File: config.mk
export PLATFORM = sky130hd
export DESIGN_NAME = alignment_collector
export DESIGN_NICKNAME = d
export VERILOG_FILES = /design/src/rtl/design_variables.sv /design/src/rtl/align_lifo.sv /design/src/rtl/alignment_collector.sv
export SDC_FILE = /design/constraint.sdc
export NUM_CORES = 1
export LEC_CHECK = 0
export CAP_MARGIN = 20
export CELL_PAD_IN_SITES_DETAIL_PLACEMENT = 1
export CELL_PAD_IN_SITES_GLOBAL_PLACEMENT = 1
export CORE_MARGIN = 1
export CORE_UTILIZATION = 55
export DETAILED_ROUTE_END_ITERATION = 12
export GPL_TIMING_DRIVEN = 0
export PLACE_DENSITY = 0.93
export SLEW_MARGIN = 20
export SYNTH_ARGS = -nofsm -noshare
export SYNTH_HDL_FRONTEND = slang
export SYNTH_SLANG_ARGS = --single-unit
export TNS_END_PERCENT = 50
File: constraint.sdc
create_clock -name clk -period 7.3 [get_ports clk]
set_input_delay 1.46 -clock clk [delete_from_list [all_inputs] [get_ports clk]]
set_output_delay 1.46 -clock clk [all_outputs]
set_load 0.02 [all_outputs]
File: src/rtl/design_variables.sv
// design_variables: shared accelerator constants plus the alignment collector's state type.
package design_variables;
    localparam int LETTER_WIDTH  = 2;
    localparam int SEQ_LENGTH    = 32;
    localparam int SCORE_WIDTH   = 10;
    localparam int ALIGN_DEPTH   = 2 * SEQ_LENGTH;
    localparam int ALIGN_DEPTH_W = $clog2(ALIGN_DEPTH + 1);

    typedef enum logic [1:0] {
        IDLE,
        CAPTURE,
        DRAIN
    } collect_state_e;
endpackage

File: src/rtl/align_lifo.sv
// align_lifo: register stack with synchronous clear; pushes beyond DEPTH are dropped.
module align_lifo #(
    parameter int W     = 6,
    parameter int DEPTH = 64
) (
    input  logic                       clk,
    input  logic                       rst_n,
    input  logic                       clear,
    input  logic                       push,
    input  logic                       pop,
    input  logic [W-1:0]               din,
    output logic [$clog2(DEPTH+1)-1:0] count,
    output logic [W-1:0]               top,
    output logic                       full,
    output logic                       empty
);
    localparam int CW = $clog2(DEPTH + 1);
    localparam int AW = $clog2(DEPTH);

    logic [W-1:0]  mem_q [DEPTH];
    logic [CW-1:0] count_q, count_d;
    logic          wr_en;
    logic [AW-1:0] wr_idx, rd_idx;

    assign full  = count_q == CW'(DEPTH);
    assign empty = count_q == '0;
    assign count = count_q;
    assign top   = mem_q[rd_idx];

    always_comb begin
        wr_en   = push && !full && !clear;
        wr_idx  = AW'(count_q);
        rd_idx  = AW'(count_q - CW'(1));
        count_d = clear ? '0 :
                  wr_en ? count_q + CW'(1) :
                  (pop && !empty) ? count_q - CW'(1) : count_q;
    end

    always_ff @(posedge clk or negedge rst_n) begin
        if (!rst_n) count_q <= '0;
        else        count_q <= count_d;
    end

    // Storage needs no reset: nothing is ever read above count_q.
    always_ff @(posedge clk) begin
        if (wr_en) mem_q[wr_idx] <= din;
    end
endmodule

File: src/rtl/alignment_collector.sv
// alignment_collector: captures traceback symbols into a LIFO and replays them
// in forward alignment order on a valid/ready stream.
module alignment_collector
    import design_variables::*;
#(
    parameter int LETTER_WIDTH = design_variables::LETTER_WIDTH,
    parameter int SEQ_LENGTH   = design_variables::SEQ_LENGTH,
    parameter int SCORE_WIDTH  = design_variables::SCORE_WIDTH,
    parameter int DEPTH        = 2 * SEQ_LENGTH
) (
    input  logic                       clk,
    input  logic                       rst_n,
    input  logic                       start,
    input  logic                       output_valid,
    input  logic [LETTER_WIDTH:0]      query_seq_out,
    input  logic [LETTER_WIDTH:0]      database_seq_out,
    input  logic [SCORE_WIDTH-1:0]     score,
    output logic                       m_valid,
    input  logic                       m_ready,
    output logic [LETTER_WIDTH:0]      m_query,
    output logic [LETTER_WIDTH:0]      m_database,
    output logic                       m_last,
    output logic [$clog2(DEPTH+1)-1:0] align_len,
    output logic [SCORE_WIDTH-1:0]     align_score,
    output logic                       busy,
    output logic                       overflow
);
    localparam int SW = LETTER_WIDTH + 1;
    localparam int CW = $clog2(DEPTH + 1);

    collect_state_e           state_q, state_d;
    logic [CW-1:0]            len_q, len_d;
    logic [SCORE_WIDTH-1:0]   score_q, score_d;
    logic                     ovf_q, ovf_d;
    logic                     clear, push, pop, full, empty;
    logic [CW-1:0]            count;
    logic [2*SW-1:0]          top;

    align_lifo #(.W(2 * SW), .DEPTH(DEPTH)) u_lifo (
        .clk   (clk),
        .rst_n (rst_n),
        .clear (clear),
        .push  (push),
        .pop   (pop),
        .din   ({query_seq_out, database_seq_out}),
        .count (count),
        .top   (top),
        .full  (full),
        .empty (empty)
    );

    always_ff @(posedge clk or negedge rst_n) begin
        if (!rst_n) begin
            state_q <= IDLE;
            len_q   <= '0;
            score_q <= '0;
            ovf_q   <= 1'b0;
        end else begin
            state_q <= state_d;
            len_q   <= len_d;
            score_q <= score_d;
            ovf_q   <= ovf_d;
        end
    end

    // start outranks everything, including a symbol offered in the same cycle.
    always_comb begin
        state_d = state_q;
        len_d   = len_q;
        score_d = score_q;
        ovf_d   = ovf_q;
        clear   = 1'b0;
        push    = 1'b0;
        pop     = 1'b0;
        if (start) begin
            state_d = CAPTURE;
            len_d   = '0;
            score_d = '0;
            ovf_d   = 1'b0;
            clear   = 1'b1;
        end else begin
            case (state_q)
                CAPTURE: begin
                    if (output_valid) begin
                        push  = 1'b1;
                        ovf_d = ovf_q | full;
                    end else if (!empty) begin
                        score_d = score;
                        len_d   = count;
                        state_d = DRAIN;
                    end
                end
                DRAIN: begin
                    if (m_valid && m_ready) begin
                        pop     = 1'b1;
                        state_d = (count == CW'(1)) ? IDLE : DRAIN;
                    end
                end
                default: ;
            endcase
        end
    end

    always_comb begin
        m_valid     = (state_q == DRAIN) && !empty;
        m_query     = m_valid ? top[2*SW-1:SW] : '0;
        m_database  = m_valid ? top[SW-1:0] : '0;
        m_last      = m_valid && (count == CW'(1));
        align_len   = len_q;
        align_score = score_q;
        busy        = state_q != IDLE;
        overflow    = ovf_q;
    end
endmodule

==> results.json <==
{
  "cts_buffers": 40,
  "synth_top_cell_by_area": "edfxtp_1",
  "htreeDepth": 2,
  "async_flop_share": 0.0657,
  "route.detailed.drc": 0,
  "syn_nets": 981,
  "crit_required_ps": 5840,
  "startpoint_type": "flop",
  "antenna_found_initial": 0,
  "die_h_um": 176,
  "gp_congestion": 0.916,
  "worstReg2RegEnd": "u_lifo.mem_q[16][3]",
  "hold_buffers": 0,
  "period_share": 0.980,
  "ys_top_cells_by_count": "edfxtp_1 (384), mux4_2 (96), nor2_1 (76)",
  "holdPathStages": 2,
  "final_util": 0.639,
  "final_antenna_net_count": 0,
  "synth_seq_area_share": 0.732,
  "status": "finished clean",
  "rows": 63,
  "clock_latency_ps": 540,
  "clock_skew_ps": 22.0,
  "finalWorstPathRequiredPeriod_ps": 7160,
  "max-slew-margin-rel": 0.199,
  "worstReg2RegStart": "u_lifo.count[0]",
  "grt_max_degree": 45,
  "drive_above_1_share": 0.197,
  "endpoint_kind": "primary output",
  "dp_hpwl_um": 29300,
  "synth_area_leaders": "edfxtp_1 (69%), mux4_2 (13%), dfrtp_1 (4.1%)",
  "tightest_slew_ps": 1200,
  "firstDrtPassIters": 5,
  "yosysTopAreaCellShare": 0.691,
  "fin_setup_tns_ps": 0,
  "core-area_mm2": 0.0297,
  "path_common_cell": "buf_2",
  "io_pins": 48,
  "cts_sinks": 411,
  "synth_edf_count": 384,
  "yosys_warnings": 0,
  "syn_area_mm2": 0.0167,
  "cts_tree": "built",
  "crit_path_max_incr_delay_ps": 610,
  "rsz0062_at_grt": "no",
  "vias": 9942,
  "synth-seq-cells": 411,
  "clk_pin_slew_ps": 60,
  "yosysMostFrequentCell": "edfxtp_1",
  "startpoint": "u_lifo.count[0]",
  "grt_overflow": 0,
  "fmax_mhz": 140,
  "r2r_slack_ps": 2370,
  "ir_worst_vdd_mv": 0.190,
  "antenna_cells": 0,
  "grtUsageTotal": 0.316,
  "cts.path.max_buffers": 3,
  "crit_path_max_fanout": 11,
  "nets": 1076,
  "drt_wl_total_um": 47200,
  "via_per_inst": 6.77,
  "drv_cap": 0,
  "holdCritPathClass": "reg -> reg",
  "synth_ff_type": "edfxtp_1",
  "wire_per_inst_um": 32.2,
  "drtIter0Drc": 1276,
  "syn_inst": 956,
  "crit_slowest_cell": "clkdlybuf4s50_1",
  "setup_viol": 0,
  "hold_violations": 0,
  "final_max_slew_viol_count": 0,
  "io_buffer_count": 47,
  "leakagePower_nw": 6.25,
  "arrival_ps": 5700,
  "ys_types": 55,
  "critical_path_class": "reg -> out",
  "grt_pass1_wl_um": 69800,
  "pwr_density_cell_mw_per_mm2": 338,
  "area_growth_pct": 13.8,
  "synthesis.area_per_instance_um2": 17.5,
  "die-area_mm2": 0.0310,
  "start_util": 0.561,
  "cts_root_buffer": "clkbuf_16",
  "reg2reg_depth": 11,
  "cp_cell_sequence": "buf_2 > buf_2 > buf_4 > inv_1 > buf_2 > ha_1 > buf_2 > buf_2 > clkbuf_2 > mux4_2 > inv_1 > o22ai_1 > o21ai_0 > o311ai_1 > clkdlybuf4s50_1",
  "grt_pass1_vias": 10400,
  "die_w_um": 176,
  "crit_path_end": "m_database[1]"
}
logic make-up after synthesis:
kind of cell,Yosys count,share of synthesized area
flops,411,0.732
mux,97,0.130
compound gates,112,0.0443
fa+ha+maj,4,0.00300
buf+inv,109,0.0276
simple gates,219,0.0611
xor+xnor,4,0.00210
registers in the layout, indices dropped and copies added (netlist names):
name and flops:
state_q 2, align_score 10, overflow 1, u_lifo.count 7
align_len 7, u_lifo.mem_q 384
area by class of cell:
type | count | area, um^2
buffer | 51 | 248
sequential | 411 | 12200
inverter | 58 | 218
timing repair buffer | 53 | 578
fill | 2537 | 10700
tap | 390 | 488
clock buffer | 46 | 1040
clock inverter | 23 | 193
multi-input combinational | 436 | 4020
placed cells by master (no fill, tap or decap), types with 3 or more instances in the layout:
master	count
clkdlybuf4s50_1	40
and3_1	8
clkinv_2	9
a31oi_1	8
nand2_1	69
nor2_1	76
mux4_2	96
o22ai_1	30
a211oi_1	7
or3_1	5
clkinv_1	7
a21oi_1	9
clkbuf_16	41
buf_12	3
buf_4	3
clkbuf_1	21
nand3_1	20
edfxtp_1	384
o31ai_1	6
o21ai_1	7
buf_16	3
nor3_1	4
o311ai_1	6
and2_1	8
buf_2	33
or2_2	3
clkinvlp_4	3
inv_1	58
clkbuf_2	4
xnor2_1	4
nand2b_1	14
dfrtp_1	27
ha_1	4
bufinv_16	3
o21ai_0	20
worst min-delay path by stage:
stage,from,slack (ps),endpoint
global route,align_score[6],520,align_score[6]
global placement,align_len[5],460,align_len[5]
CTS,align_score[1],490,align_score[1]
detailed placement,align_len[4],470,align_len[4]
floorplan,state_q[0],570,state_q[0]
finish,align_score[1],480,align_score[1]
per-layer routing:
metal / part of all wire / global-route usage / up-vias
li1: - / - / 3931
met1: 0.37 / 0.418 / 5115
met2: 0.48 / 0.502 / 715
met3: 0.093 / 0.0620 / 181
met4: 0.057 / 0.165 / 0
met5: 0 / 0 / -
per-stage QoR:
stage	std cells	instance area [um^2]	hold WS, ps	power [mW]	setup slack [ps]
after global placement	1393	17600	463	4.22	908
final	1468	19000	484	6.42	143
after global routing	1468	19000	520	6.56	11.2
after floorplan	956	16700	574	3.76	2540
after CTS	1468	19000	488	6.38	38.9
after detailed placement	1399	17700	474	4.33	716
report_power, final:
| part | internal (mW) | switching, mW | leakage, nW |
|---|---|---|---|
| sequential | 2.62 | 0.0403 | 3.80 |
| clock | 1.13 | 0.892 | 0.604 |
| combinational | 0.628 | 1.10 | 1.84 |
| total | 4.38 | 2.03 | 6.25 |
worst max-delay path, delay by kind of cell, from the launching register on:
family,cells,cell delay (ps)
AO/OA/AOI/OAI,3,950
adder cells (fa/ha/maj),1,320
buffers and inverters,10,3080
flip-flops,1,440
multiplexers,1,360
what timing repair did:
item,in CTS,in global routing
gates resized for setup,0,11
buffers inserted,0,0
endpoints found under the setup margin,0,6
Power figures use the tool's default switching activity.
